## src/rtl/pc_fetch_unit.sv

```systemverilog
// Program counter and instruction fetch unit: fetch/execute sequencing against a
// variable-latency instruction memory. Optional return-address stack: PC_FETCH_RAS_EN.
module pc_fetch_unit #(
    parameter int ADDR_W      = 32,
    parameter int INSTR_W     = 32,
    parameter int OFFSET_W    = 8,
    parameter int INSTR_BYTES = 4,
    parameter int RAS_DEPTH   = 4
) (
    input  logic                CLK,
    input  logic                RESET,
    output logic                IMEM_READ,
    output logic [ADDR_W-1:0]   IMEM_ADDR,
    input  logic                IMEM_READY,
    input  logic [INSTR_W-1:0]  IMEM_DATA,
    output logic [INSTR_W-1:0]  INSTRUCTION,
    output logic                INSTR_VALID,
    input  logic                STALL,
    input  logic                JUMP,
    input  logic                BRANCH,
    input  logic                ZERO,
    input  logic [OFFSET_W-1:0] OFFSET,
    output logic [ADDR_W-1:0]   PC,
`ifdef PC_FETCH_RAS_EN
    input  logic                CALL,
    input  logic                RET,
    output logic                RAS_ERR,
`endif
    output logic [15:0]         RETIRED
);

    localparam logic [0:0] S_FETCH = 1'b0;
    localparam logic [0:0] S_EXEC  = 1'b1;
    localparam int         SHIFT_W = $clog2(INSTR_BYTES);

    generate
        if (((INSTR_BYTES & (INSTR_BYTES - 1)) != 0) || (OFFSET_W >= ADDR_W) || (RAS_DEPTH < 1)) begin : g_bad_param
            $error("pc_fetch_unit: INSTR_BYTES must be a power of 2, OFFSET_W < ADDR_W, RAS_DEPTH >= 1");
        end
    endgenerate

    // Word offset is relative to the sequential PC and scaled to bytes.
    function automatic logic [ADDR_W-1:0] branch_target(input logic [ADDR_W-1:0] seq,
                                                        input logic [OFFSET_W-1:0] off);
        logic [ADDR_W-1:0] ext;
        ext = {{(ADDR_W - OFFSET_W){off[OFFSET_W-1]}}, off};
        return seq + (ext << SHIFT_W);
    endfunction

    logic [0:0]         state_q, state_d;
    logic [ADDR_W-1:0]  pc_q, pc_d;
    logic [INSTR_W-1:0] instr_q, instr_d;
    logic               valid_q, valid_d;
    logic [15:0]        retired_q, retired_d;
    logic [ADDR_W-1:0]  seq_pc_s, tgt_pc_s, next_pc_s;
    logic               exec_fire_s;

    assign seq_pc_s    = pc_q + ADDR_W'(INSTR_BYTES);
    assign tgt_pc_s    = branch_target(seq_pc_s, OFFSET);
    assign exec_fire_s = (state_q == S_EXEC) && !STALL;

`ifdef PC_FETCH_RAS_EN
    localparam int PTR_W = (RAS_DEPTH > 1) ? $clog2(RAS_DEPTH) : 1;
    localparam int CNT_W = $clog2(RAS_DEPTH + 1);

    function automatic logic [PTR_W-1:0] ptr_inc(input logic [PTR_W-1:0] p);
        return (p == PTR_W'(RAS_DEPTH - 1)) ? {PTR_W{1'b0}} : p + PTR_W'(1);
    endfunction

    function automatic logic [PTR_W-1:0] ptr_dec(input logic [PTR_W-1:0] p);
        return (p == {PTR_W{1'b0}}) ? PTR_W'(RAS_DEPTH - 1) : p - PTR_W'(1);
    endfunction

    logic [ADDR_W-1:0] ras_q [RAS_DEPTH];
    logic [PTR_W-1:0]  ras_top_q, ras_top_d, ras_wr_idx_s;
    logic [CNT_W-1:0]  ras_cnt_q, ras_cnt_d;
    logic              ras_err_q, ras_err_d, ras_push_s;

    assign ras_wr_idx_s = ptr_inc(ras_top_q);

    // Stack pointer, occupancy and sticky error; a full push drops the oldest entry.
    always_comb begin
        ras_top_d  = ras_top_q;
        ras_cnt_d  = ras_cnt_q;
        ras_err_d  = ras_err_q;
        ras_push_s = 1'b0;
        if (exec_fire_s && RET) begin
            if (ras_cnt_q != {CNT_W{1'b0}}) begin
                ras_top_d = ptr_dec(ras_top_q);
                ras_cnt_d = ras_cnt_q - CNT_W'(1);
            end else begin
                ras_err_d = 1'b1;
            end
        end else if (exec_fire_s && CALL) begin
            ras_push_s = 1'b1;
            ras_top_d  = ras_wr_idx_s;
            ras_cnt_d  = (ras_cnt_q == CNT_W'(RAS_DEPTH)) ? ras_cnt_q : ras_cnt_q + CNT_W'(1);
        end else begin
            ras_push_s = 1'b0;
        end
    end

    // Return-address stack registers.
    always_ff @(posedge CLK or posedge RESET) begin
        if (RESET) begin
            ras_top_q <= {PTR_W{1'b0}};
            ras_cnt_q <= {CNT_W{1'b0}};
            ras_err_q <= 1'b0;
            for (int i = 0; i < RAS_DEPTH; i++) ras_q[i] <= {ADDR_W{1'b0}};
        end else begin
            ras_top_q <= ras_top_d;
            ras_cnt_q <= ras_cnt_d;
            ras_err_q <= ras_err_d;
            if (ras_push_s) ras_q[ras_wr_idx_s] <= seq_pc_s;
        end
    end

    // Next-PC priority: RET > CALL > JUMP > taken BRANCH > sequential.
    always_comb begin
        next_pc_s = seq_pc_s;
        if (RET) begin
            next_pc_s = (ras_cnt_q != {CNT_W{1'b0}}) ? ras_q[ras_top_q] : seq_pc_s;
        end else if (CALL || JUMP || (BRANCH && ZERO)) begin
            next_pc_s = tgt_pc_s;
        end else begin
            next_pc_s = seq_pc_s;
        end
    end

    assign RAS_ERR = ras_err_q;
`else
    // Next-PC: JUMP or taken BRANCH selects the target, otherwise sequential.
    always_comb begin
        next_pc_s = seq_pc_s;
        if (JUMP || (BRANCH && ZERO)) begin
            next_pc_s = tgt_pc_s;
        end else begin
            next_pc_s = seq_pc_s;
        end
    end
`endif

    // Fetch/execute sequencing and next-state values.
    always_comb begin
        state_d   = state_q;
        pc_d      = pc_q;
        instr_d   = instr_q;
        valid_d   = valid_q;
        retired_d = retired_q;
        case (state_q)
            S_FETCH: begin
                if (IMEM_READY) begin
                    instr_d = IMEM_DATA;
                    valid_d = 1'b1;
                    state_d = S_EXEC;
                end else begin
                    state_d = S_FETCH;
                end
            end
            S_EXEC: begin
                if (!STALL) begin
                    pc_d      = next_pc_s;
                    retired_d = retired_q + 16'd1;
                    valid_d   = 1'b0;
                    state_d   = S_FETCH;
                end else begin
                    state_d = S_EXEC;
                end
            end
            default: begin
                state_d = S_FETCH;
                valid_d = 1'b0;
            end
        endcase
    end

    // Core state registers.
    always_ff @(posedge CLK or posedge RESET) begin
        if (RESET) begin
            state_q   <= S_FETCH;
            pc_q      <= {ADDR_W{1'b0}};
            instr_q   <= {INSTR_W{1'b0}};
            valid_q   <= 1'b0;
            retired_q <= 16'd0;
        end else begin
            state_q   <= state_d;
            pc_q      <= pc_d;
            instr_q   <= instr_d;
            valid_q   <= valid_d;
            retired_q <= retired_d;
        end
    end

    // Fetch request is a decode of the registered state, forced low during reset.
    assign IMEM_READ   = (state_q == S_FETCH) && !RESET;
    assign IMEM_ADDR   = pc_q;
    assign PC          = pc_q;
    assign INSTRUCTION = instr_q;
    assign INSTR_VALID = valid_q;
    assign RETIRED     = retired_q;

endmodule

```

## config.mk

```make
export PLATFORM = sky130hd
export DESIGN_NAME = pc_fetch_unit
export DESIGN_NICKNAME = d
export VERILOG_FILES = /design/src/rtl/pc_fetch_unit.sv
export SDC_FILE = /design/constraint.sdc
export NUM_CORES = 1
export LEC_CHECK = 0
export BUFFER_PORTS_ARGS = -buffer_cell sky130_fd_sc_hd__buf_2
export CAP_MARGIN = 20
export CORE_UTILIZATION = 40
export DETAILED_ROUTE_END_ITERATION = 10
export PLACE_DENSITY = 0.67
export SYNTH_ARGS = -nofsm -noshare
export SYNTH_HDL_FRONTEND = slang
export SYNTH_SLANG_ARGS = --single-unit
```

## constraint.sdc

```tcl
create_clock -name CLK -period 4 [get_ports CLK]
set_clock_uncertainty 0.2 [all_clocks]
set_input_delay 1 -clock CLK [delete_from_list [all_inputs] [get_ports CLK]]
set_output_delay 1 -clock CLK [all_outputs]
set_load 0.02 [all_outputs]
```

==> results by group, run 1 <==
Outcome
  • Result of the run: complete, but fails checks
  • Violations in the final reports: design-rule violations

Timing
  • Total negative slack: 0 ns
  • Setup repair after global routing missed its margin: yes
  • Actual transition at the worst max-transition pin: 0.773 ns
  • Final critical path time including I/O delays and setup: about 3.8 ns
  • Max-slew violation count: 0
  • Period utilization: 94.2%
  • Fmax: 265 MHz
  • Final setup violation count: 0
  • Final hold violations: 0
  • Slew headroom: 48.3%

Floorplanning
  • Row count: 44
  • Starting Density: 41.5%
  • Y dimension of the die: 125 um
  • Full die area: 15700 um^2
  • I/O pin cnt: 161
  • Die W: 125 um
  • Total core area: about 15000 um^2

Worst setup path
  • Arr. time, crit path: 3.78 ns
  • Cell-by-cell trace of the critical path: and4_1 > and3_4 > nand2_4 > nor3_4 > nand3_1 > xnor2_1 > ha_1 > a21oi_2 > o2111ai_2 > a311oi_1 > or3b_1 > a21o_1 > a21o_1 > a31oi_2 > xor2_1 > o21ai_1
  • Dominant delay contributor by cell family on the critical path: simple AND/OR/NAND/NOR gates
  • Critical Path Max Stage Delay: approximately 0.39 ns
  • Critical path buffers and inverters: 0
  • Cell with the largest stage delay on the worst path: or3b_1
  • Endpoint type of the worst setup path: register
  • Most common cell on crit path: a21o_1
  • CP Class: reg2reg
  • Data required time at the worst endpoint: 4.01 ns
  • Max FO, Critical Path: 3
  • Kind of launch point of the worst setup path: register

Detailed routing
  • Routed wire length: 17200 um
  • TritonRoute pass-1 iters: 8
  • Post-route DRC: 5
  • Post-DRT Antenna Nets: 0
  • Number of vias after detailed routing: 5731
  • Vias per cell: 5.56
  • Wire per inst: 16.7 um
  • Number of DRC markers in iteration 0: 503

Yosys
  • Avg Synthesized Cell Area: 8.79 um^2
  • Sequential element share of the synthesized area: 32.8%
  • Top cell types by occurrence after synthesis: dfrtp_1, nand2_1, a21oi_1, nor2_1, ha_1
  • Number of flops mapped to enable cells by yosys: 0
  • Top FF cell, synth: dfrtp_1
  • Synthesis warning total: 0
  • Synthesized netlist cell count: 694
  • Adder-cell area share of the yosys netlist: 8.12%
  • Top cell type's share of synthesized area: 32.8%
  • Cell Area, Synth: 6100 um^2
  • Post-synthesis compound-gate area fraction: 17.7%
  • Library cell occupying the most area in the post-synthesis netlist: dfrtp_1
  • Leading post-synthesis cells by cell area: dfrtp_1, ha_1, mux2_2
  • Flops & latches, synth: 80
  • Fraction of registers with async set/reset: 100%
  • Simple logic cell fraction of the synthesized area: between 10% and 20%
  • Fraction of synthesized cell area in xor and xnor cells: 8.62%
  • Largest family of logic cells by synthesized area: simple AND/OR/NAND/NOR gates
  • Count of distinct cell types in the synthesized netlist: 64
  • Multiplexer share of the synthesized area: 6.26%
  • Top-count cell post-synth: dfrtp_1

Power
  • PD cells: 766 nW/um^2
  • Static power due to leakage: 3.61 nW
  • Int Pwr: approximately 3.0 mW
  • Worst IR Drop VDD: ~0.36 mV
  • Sequential share of power: 23.2%
  • Final Power: 5.71 mW
  • Comb pwr share: about three fifths
  • Relative contribution of the clock network to total power: 16.4%
  • Power spent charging and discharging nets: between 2 and 3 mW
  • Fraction of power spent switching nets: a little under half

Placed design
  • DP HPWL: 12900 um
  • Cell total after placement: between 1000 and 1500
  • Number of input and output port buffers inserted: around 160
  • Gp weighted congestion: 0.908
  • Post-placement cell area: around 7000 um^2

Clock network
  • CTS sink cnt: 80
  • Register clock-pin slew on the reported worst setup and hold paths: 0.06 ns
  • CTS Root Buffer Type: clkbuf_16
  • Hold bufs inserted after CTS: 0
  • CTS buffer count: 9
  • CTS tree: yes
  • Deepest clock path buffer count: 2
  • Deepest level of the CTS H-tree: 3
  • Clk_lat worst skew: 0.34 ns

Cells and area
  • Final cell count without fillers: 1030
  • Area taken by flip-flops and latches: 2000 um^2
  • Area Growth Syn to Fin: 22.3%
  • Fill cell instance count of the final layout: 1381
  • Antenna cell count: 0
  • Multi-input gate area: 3700 um^2
  • Fin nets: just over 900
  • Ratio of cells with drive above 1 in the final layout: 33.7%
  • Post-route cell area: between 7000 and 8000 um^2

Min path
  • Type of the tightest min-delay check: reg2reg

Global routing
  • Overflow left after global routing: 0
  • Total track usage: 22.4%
  • Vias in the first global route: approximately 5200
  • Global-route wire length before repair: 27900 um
  • Number of antenna violations at the first check in global routing: 0
  • Pin count of the biggest net entering global routing: 55

Job
  • Max cap viols: 0
[final cells by class]
type                            count  area share, %
Tap cell                          184           3.09
Clock buffer                        9           3.02
Timing Repair Buffer              198           15.0
Sequential cell                    80           26.9
Multi-Input combinational cell    535           49.7
Clock inverter                      7           1.46
Inverter                           17          0.873
[logic make-up after synthesis]
| kind of cell | after synthesis |
|---|---|
| and+or+nand+nor | 230 |
| AOI/OAI and AO/OA | 168 |
| buffers and inverters | 82 |
| DFF | 80 |
| xor gates and xnor gates | 60 |
| adders and majority gates | 39 |
| muxes | 34 |
| other | 1 |
[worst paths after layout]
check,end,cells after the start,slack [ns],from
hold reg to reg,RETIRED[15],1,0.27,RETIRED[15]
min in group asynchronous,INSTRUCTION[0],2,0.32,RESET
hold / removal,RETIRED[15],1,0.27,RETIRED[15]
setup reg to reg,IMEM_ADDR[29],16,0.23,IMEM_ADDR[11]
setup / recovery,IMEM_ADDR[29],16,0.23,IMEM_ADDR[11]
max in group asynchronous,INSTRUCTION[21],4,2.52,RESET
[metrics by stage]
stage | utilization [%] | setup slack (ns) | hold WS, ns
2_1_floorplan | - | 0.0138 | 0.310
3_3_place_gp | 47.6 | 0.167 | 0.259
3_5_place_dp | 47.6 | 0.133 | 0.264
4_1_cts | 49.9 | 0.103 | 0.273
5_1_grt | 50.7 | -0.0301 | 0.302
6_report | 50.7 | 0.231 | 0.266
[cells in the final DEF (no fill, tap or decap), drive strengths merged, types with 7 or more instances in the layout]
master	synthesis	final
nand3	28	28
ha	38	38
nand4	17	17
inv	17	20
nor4	7	7
buf	41	198
a31oi	15	15
dfrtp	80	80
nand2	71	71
a21oi	54	54
nor2	51	51
a21o	23	23
o21ai	37	37
and3	15	15
xor2	23	23
nor3	15	15
mux2	33	33
clkbuf	22	9
xnor2	37	37
[worst register-to-register path: cells and delay by family (launching register included)]
| family | cells | cell delay [ns] |
|---|---|---|
| xor gates and xnor gates | 2 | 0.37 |
| and+or+nand+nor | 6 | 1.29 |
| DFF | 1 | 0.35 |
| adders and majority gates | 1 | 0.28 |
| AOI/OAI and AO/OA | 7 | 1.14 |
[flip-flops by register name (all words and copies together), names as in the netlist]
signal,flops
state_q,1
INSTR_VALID,1
RETIRED,16
IMEM_ADDR,30
INSTRUCTION,32
[timing repair]
| item | 4_1_cts | 5_1_grt |
|---|---|---|
| resized for setup | 0 | 23 |
| endpoints found under the setup margin | 0 | 8 |
| setup buffers | 0 | 1 |
[power groups by stage]
stage	registers (mW)	clock network, mW	logic (mW)
2_1_floorplan	1.64	0	2.25
3_3_place_gp	1.32	0	3.34
3_5_place_dp	1.33	0	3.35
4_1_cts	1.32	0.950	3.37
5_1_grt	1.37	0.996	3.75
6_report	1.33	0.934	3.45
[routing by layer]
layer,routed length (um),vias to the layer above,part of all wire [%],GRT usage (%)
met4,323,0,1.9,7.39
li1,-,2749,-,-
met5,0,-,0,0
met2,8100,205,47,35.5
met1,7910,2748,46,31.5
met3,897,29,5.2,2.74
Power figures use the tool's default switching activity.
==> inputs of run 2 (changes only) <==
Settings changed: CORE_UTILIZATION 40 to 30, PLACE_DENSITY 0.67 to 0.53.
==> results by group, run 2 (synthesis results as in run 1) <==
Detailed routing
  • Post-DRT Antenna Nets: 0
  • Number of vias after detailed routing: around 5600
  • Wire per inst: 16.2 um
  • Post-route DRC: 0
  • Number of DRC markers in iteration 0: 350
  • Routed wire length: between 15000 and 20000 um
  • TritonRoute pass-1 iters: 5
  • Vias per cell: around 5.0

Cells and area
  • Commonest cells after routing, fill and taps aside: buf_2, dfrtp_1, nand2_1, buf_4, nor2_1
  • Most frequent standard cell in the layout excluding fill and tap cells: buf_2
  • Ratio of cells with drive above 1 in the final layout: between 30 and 40%
  • Antenna cell count: 0
  • Area Growth Syn to Fin: 26.3%
  • Final cell count without fillers: between 1000 and 1500
  • Number of flip-flops under the largest register name: 32
  • Post-route cell area: 7700 um^2
  • Utilization after layout: between 30% and 40%
  • Multi-input gate area: 3750 um^2
  • Fill cell instance count of the final layout: 1995
  • Fin nets: 944
  • Area taken by flip-flops and latches: 2000 um^2

Worst setup path
  • CP Class: reg2reg
  • Data required time at the worst endpoint: around 4.0 ns
  • Most common cell on crit path: a21o_1
  • Endpoint type of the worst setup path: register
  • Cell-by-cell trace of the critical path: and4_4 > and3_4 > nand2_4 > nor3_4 > nand3_2 > xnor2_1 > ha_1 > a21oi_2 > o2111ai_1 > a311oi_1 > or3b_4 > a21o_1 > a21o_1 > a31oi_2 > xor2_1 > o21ai_1
  • Critical Path Max Stage Delay: 0.40 ns
  • Max FO, Critical Path: 3
  • Arr. time, crit path: 3.86 ns
  • Kind of launch point of the worst setup path: register
  • Cell with the largest stage delay on the worst path: or3b_4

Clock network
  • CTS buffer count: 9
  • Hold bufs inserted after CTS: 0
  • CTS sink cnt: 80
  • Register clock-pin slew on the reported worst setup and hold paths: roughly 0.070 ns
  • Deepest clock path buffer count: 2
  • CTS Root Buffer Type: clkbuf_16
  • Deepest level of the CTS H-tree: 3
  • Clk_lat worst skew: 0.35 ns
  • CTS tree: yes

Power
  • Static power due to leakage: 3.67 nW
  • Fraction of power spent switching nets: 47.5%
  • Comb pwr share: 62.0%
  • PD cells: 747 nW/um^2
  • Sequential share of power: 22.6%
  • Relative contribution of the clock network to total power: 15.3%
  • Worst IR Drop VDD: 0.344 mV
  • Int Pwr: 3.02 mW
  • Power spent charging and discharging nets: 2.73 mW

Timing
  • Final critical path time including I/O delays and setup: 3.86 ns
  • Final setup violation count: 0
  • Period utilization: 96.4%
  • Hold Slack: roughly 0.26 ns
  • Final hold violations: 0
  • Actual transition at the worst max-transition pin: 0.782 ns
  • Max-slew violation count: 0
  • Fmax: ~260 MHz
  • Setup repair after global routing missed its margin: yes
  • Slew headroom: 47.8%
  • Total negative slack: 0 ns

Global routing
  • Number of antenna violations at the first check in global routing: 0
  • Overflow left after global routing: 0
  • Total track usage: 17.6%
  • Vias in the first global route: 5119
  • Pin count of the biggest net entering global routing: 43
  • Global-route wire length before repair: 28300 um

Floorplanning
  • Die W: 145 um
  • Full die area: around 21000 um^2
  • Total core area: 19700 um^2
  • I/O pin cnt: around 160
  • Starting Density: 30.9%
  • Row count: 51
  • Y dimension of the die: 145 um

Placed design
  • Cell total after placement: 1106
  • Gp weighted congestion: 0.870
  • Number of input and output port buffers inserted: 156
  • DP HPWL: roughly 14000 um
  • Post-placement cell area: around 7000 um^2

Outcome
  • Result of the run: finished, final reports clean

Job
  • Max cap viols: 0

Min path
  • Type of the tightest min-delay check: reg2reg
run 2: critical path: cells and delay by family, from the launching register on:
kind	cells	cell delay [ns]
compound gates	7	1.19
xor+xnor	2	0.32
fa+ha+maj	1	0.33
simple gates	6	1.32
flops	1	0.36
run 2: final cells by class:
cell class	count	share of cell area, %
timing repair buffer	215	16.1
sequential	80	26.0
tap	265	4.30
inverter	17	0.844
clock buffer	10	3.10
multi-input combinational	535	48.7
clock inverter	6	0.974
run 2: per-layer routing:
metal / vias to the layer above / track usage, % / wire (um)
li1: 2790 / - / -
met1: 2651 / 24.9 / 8660
met2: 147 / 27.6 / 8590
met3: 17 / 2.09 / 700
met4: 0 / 5.87 / 311
met5: - / 0 / 0
run 2: final timing paths:
check / start / end / slack (ns) / depth (start not counted)
setup / recovery: IMEM_ADDR[15] / IMEM_ADDR[29] / 0.14 / 16
min in group asynchronous: RESET / INSTRUCTION[21] / 0.58 / 2
hold reg to reg: RETIRED[15] / RETIRED[15] / 0.26 / 1
hold / removal: RETIRED[15] / RETIRED[15] / 0.26 / 1
max in group asynchronous: RESET / RETIRED[15] / 2.35 / 3
setup reg to reg: IMEM_ADDR[15] / IMEM_ADDR[29] / 0.14 / 16
run 2: metrics by stage:
step | setup WS [ns] | total power, mW
final | 0.144 | 5.76
after global routing | -0.0397 | 6.22
after CTS | 0.0251 | 5.69
after detailed placement | 0.0328 | 4.77
after global placement | 0.0730 | 4.78
after floorplan | 0.0138 | 3.89
run 2: timing repair:
action	4_1_cts	5_1_grt
resized for setup	0	30
buffers inserted	0	6
setup endpoints to repair	0	7
run 2: power by group through the flow:
stage,sequential (mW),clock [mW],combinational [mW]
floorplan,1.64,0,2.25
global placement,1.30,0,3.47
detailed placement,1.31,0,3.46
CTS,1.30,0.916,3.47
global route,1.35,0.943,3.93
finish,1.30,0.883,3.57
==> inputs of run 3 (changes only) <==
--- a/config.mk
+++ b/config.mk
@@ -11,4 +11,5 @@
 export DETAILED_ROUTE_END_ITERATION = 10
 export PLACE_DENSITY = 0.53
+export SETUP_SLACK_MARGIN = 0.15
 export SYNTH_ARGS = -nofsm -noshare
 export SYNTH_HDL_FRONTEND = slang
==> constraint.sdc (replaced) <==
create_clock -name CLK -period 4 [get_ports CLK]
set_clock_uncertainty 0.2 [all_clocks]
set_input_delay 0.2 -clock CLK [delete_from_list [all_inputs] [get_ports CLK]]
set_output_delay 0.2 -clock CLK [all_outputs]
set_load 0.05 [all_outputs]
==> results by group, run 3 (synthesis results as in run 1) <==
Timing
  • Setup repair after global routing missed its margin: yes
  • Smallest setup slack after layout: 0.201 ns
  • Slew headroom: 35.4%
  • Final hold violations: 0
  • Total negative slack: 0 ns
  • Max-slew violation count: 0
  • Period utilization: 95.0%
  • Actual transition at the worst max-transition pin: 0.969 ns
  • Fmax: around 260 MHz
  • Final critical path time including I/O delays and setup: ~3.8 ns
  • Final setup violation count: 0

Clock network
  • Clk_lat worst skew: 0.35 ns
  • Deepest level of the CTS H-tree: 3
  • CTS Root Buffer Type: clkbuf_16
  • CTS buffer count: 9
  • Register clock-pin slew on the reported worst setup and hold paths: 0.07 ns
  • Deepest clock path buffer count: 2
  • CTS sink cnt: 80
  • CTS tree: yes

Cells and area
  • Commonest cells after routing, fill and taps aside: buf_2, nand2_1, dfrtp_1, a21oi_1, nor2_1
  • Area taken by flip-flops and latches: between 2000 and 2500 um^2
  • Most frequent standard cell in the layout excluding fill and tap cells: buf_2
  • Fill cell instance count of the final layout: 1970
  • Multi-input gate area: 3710 um^2
  • Area Growth Syn to Fin: 29.3%
  • Fin nets: 961
  • Antenna cell count: 0
  • Ratio of cells with drive above 1 in the final layout: 34.0%
  • Number of flip-flops under the largest register name: 32
  • Final cell count without fillers: 1144

Detailed routing
  • Number of DRC markers in iteration 0: 318
  • Number of vias after detailed routing: 5680
  • Post-DRT Antenna Nets: 0
  • Wire per inst: 16.5 um
  • Post-route DRC: 0
  • TritonRoute pass-1 iters: 4
  • Vias per cell: 4.97
  • Routed wire length: between 15000 and 20000 um

Placed design
  • DP HPWL: 13900 um
  • Cell total after placement: 1091
  • Post-Place Worst Slack: 0.161 ns
  • Gp weighted congestion: 0.884
  • Number of input and output port buffers inserted: between 150 and 200

Global routing
  • Global-route track usage on met1: 25.9%
  • Met3 layer usage reported by global route: under 10%
  • Busiest layer in global routing: met2
  • Met2 layer usage reported by global route: roughly 29%
  • Vias in the first global route: 5330
  • Global-route wire length before repair: 29200 um
  • Total track usage: 18.2%
  • Overflow left after global routing: 0
  • Pin count of the biggest net entering global routing: 43
  • Number of antenna violations at the first check in global routing: 0

Job
  • Max cap viols: 0

Min path
  • Beginning of the worst hold path: OFFSET[0]
  • Hold Path End: IMEM_ADDR[2]
  • Cells on Worst Hold Path: 4
  • Type of the tightest min-delay check: in2reg

Floorplanning
  • Total core area: 19700 um^2
  • Die W: 145 um
  • I/O pin cnt: 161
  • Full die area: 20900 um^2
  • Row count: between 50 and 60
  • Starting Density: between 30 and 40%
  • Y dimension of the die: 145 um

Worst setup path
  • Arr. time, crit path: 3.81 ns
  • End of the worst register-to-register path: IMEM_ADDR[29]
  • R2R setup slack: 0.20 ns
  • Endpoint type of the worst setup path: register
  • CP Class: reg2reg
  • Count of cells along the worst register-to-register path: 16
  • Max FO, Critical Path: 5
  • Launch instance of the worst register-to-register path: IMEM_ADDR[10]
  • Kind of launch point of the worst setup path: register
  • Data required time at the worst endpoint: 4.01 ns

Outcome
  • Result of the run: finished, final reports clean

Power
  • Worst IR Drop VDD: just under 0.4 mV
  • Static power due to leakage: about 3.7 nW
  • PD cells: around 840 nW/um^2
## run 3: changes by cell type in the layout (fill, tap and decap cells not counted), moves of 3 or more
cell,delta
ha_1,+3
dlygate4sd3_1,+34
dfrtp_1,-14
buf_4,-15
dfrtp_2,+14
## run 3: area by class of cell
| class | instances | share of cell area (%) |
|---|---|---|
| clock inverters | 6 | 1.17 |
| multi-input cells | 535 | 47.1 |
| flip-flops and latches | 80 | 25.6 |
| inverters | 17 | 0.825 |
| clock buffers | 9 | 2.86 |
| repair buffers | 232 | 18.2 |
| well taps | 265 | 4.21 |
## run 3: worst max-delay path by stage
stage / cells after the start / startpoint / slack, ns / endpoint
4_1_cts: 16 / IMEM_ADDR[3] / 0.17 / IMEM_ADDR[29]
6_report: 16 / IMEM_ADDR[10] / 0.20 / IMEM_ADDR[29]
3_3_place_gp: 15 / IMEM_ADDR[3] / 0.20 / IMEM_ADDR[29]
2_1_floorplan: 18 / IMEM_ADDR[8] / 0.11 / IMEM_ADDR[29]
3_5_place_dp: 16 / IMEM_ADDR[10] / 0.16 / IMEM_ADDR[29]
5_1_grt: 16 / IMEM_ADDR[10] / 0.05 / IMEM_ADDR[29]
## run 3: repair_timing
| item | in CTS | in global routing |
|---|---|---|
| setup endpoints to repair | 1 | 9 |
| pin swaps | 0 | 5 |
| hold buffers | 34 | 0 |
| gates resized for setup | 1 | 12 |
| setup buffers | 0 | 4 |
| hold endpoints to repair | 74 | 0 |
| cloned | 0 | 0 |
## run 3: routing by layer
metal	vias to the layer above	share of wire [%]
li1	2815	-
met1	2718	48
met2	134	47
met3	13	3.8
met4	0	1.4
met5	-	0
## run 3: worst max-delay path: stages (launching register included)
cell	delay (ns)
dfrtp_2	0.39
and4_4	0.24
and3_4	0.21
nand2_4	0.07
nor3_4	0.26
nand3_2	0.12
xnor2_1	0.15
ha_1	0.31
a21oi_2	0.19
o2111ai_2	0.14
a311oi_1	0.21
or3b_4	0.42
a21o_1	0.16
a21o_1	0.19
a31oi_1	0.16
xor2_1	0.17
o21ai_1	0.07
## run 3: stage by stage
stage / utilization (%) / power [mW] / cell area, um^2 / hold slack (ns)
6_report: 40.0 / 6.66 / 7880 / 0.0823
2_1_floorplan: - / 4.81 / 6180 / 0.121
3_5_place_dp: 36.2 / 5.66 / 7150 / 0.156
3_3_place_gp: 36.2 / 5.67 / 7150 / 0.163
5_1_grt: 40.0 / 7.13 / 7880 / 0.146
4_1_cts: 39.6 / 6.64 / 7810 / 0.0851
## run 3: power breakdown
group | leakage, nW | switching (mW) | internal, mW
Combinational | 2.60 | 2.99 | 1.42
Clock | 0.149 | 0.373 | 0.549
Sequential | 0.951 | 0.267 | 1.06
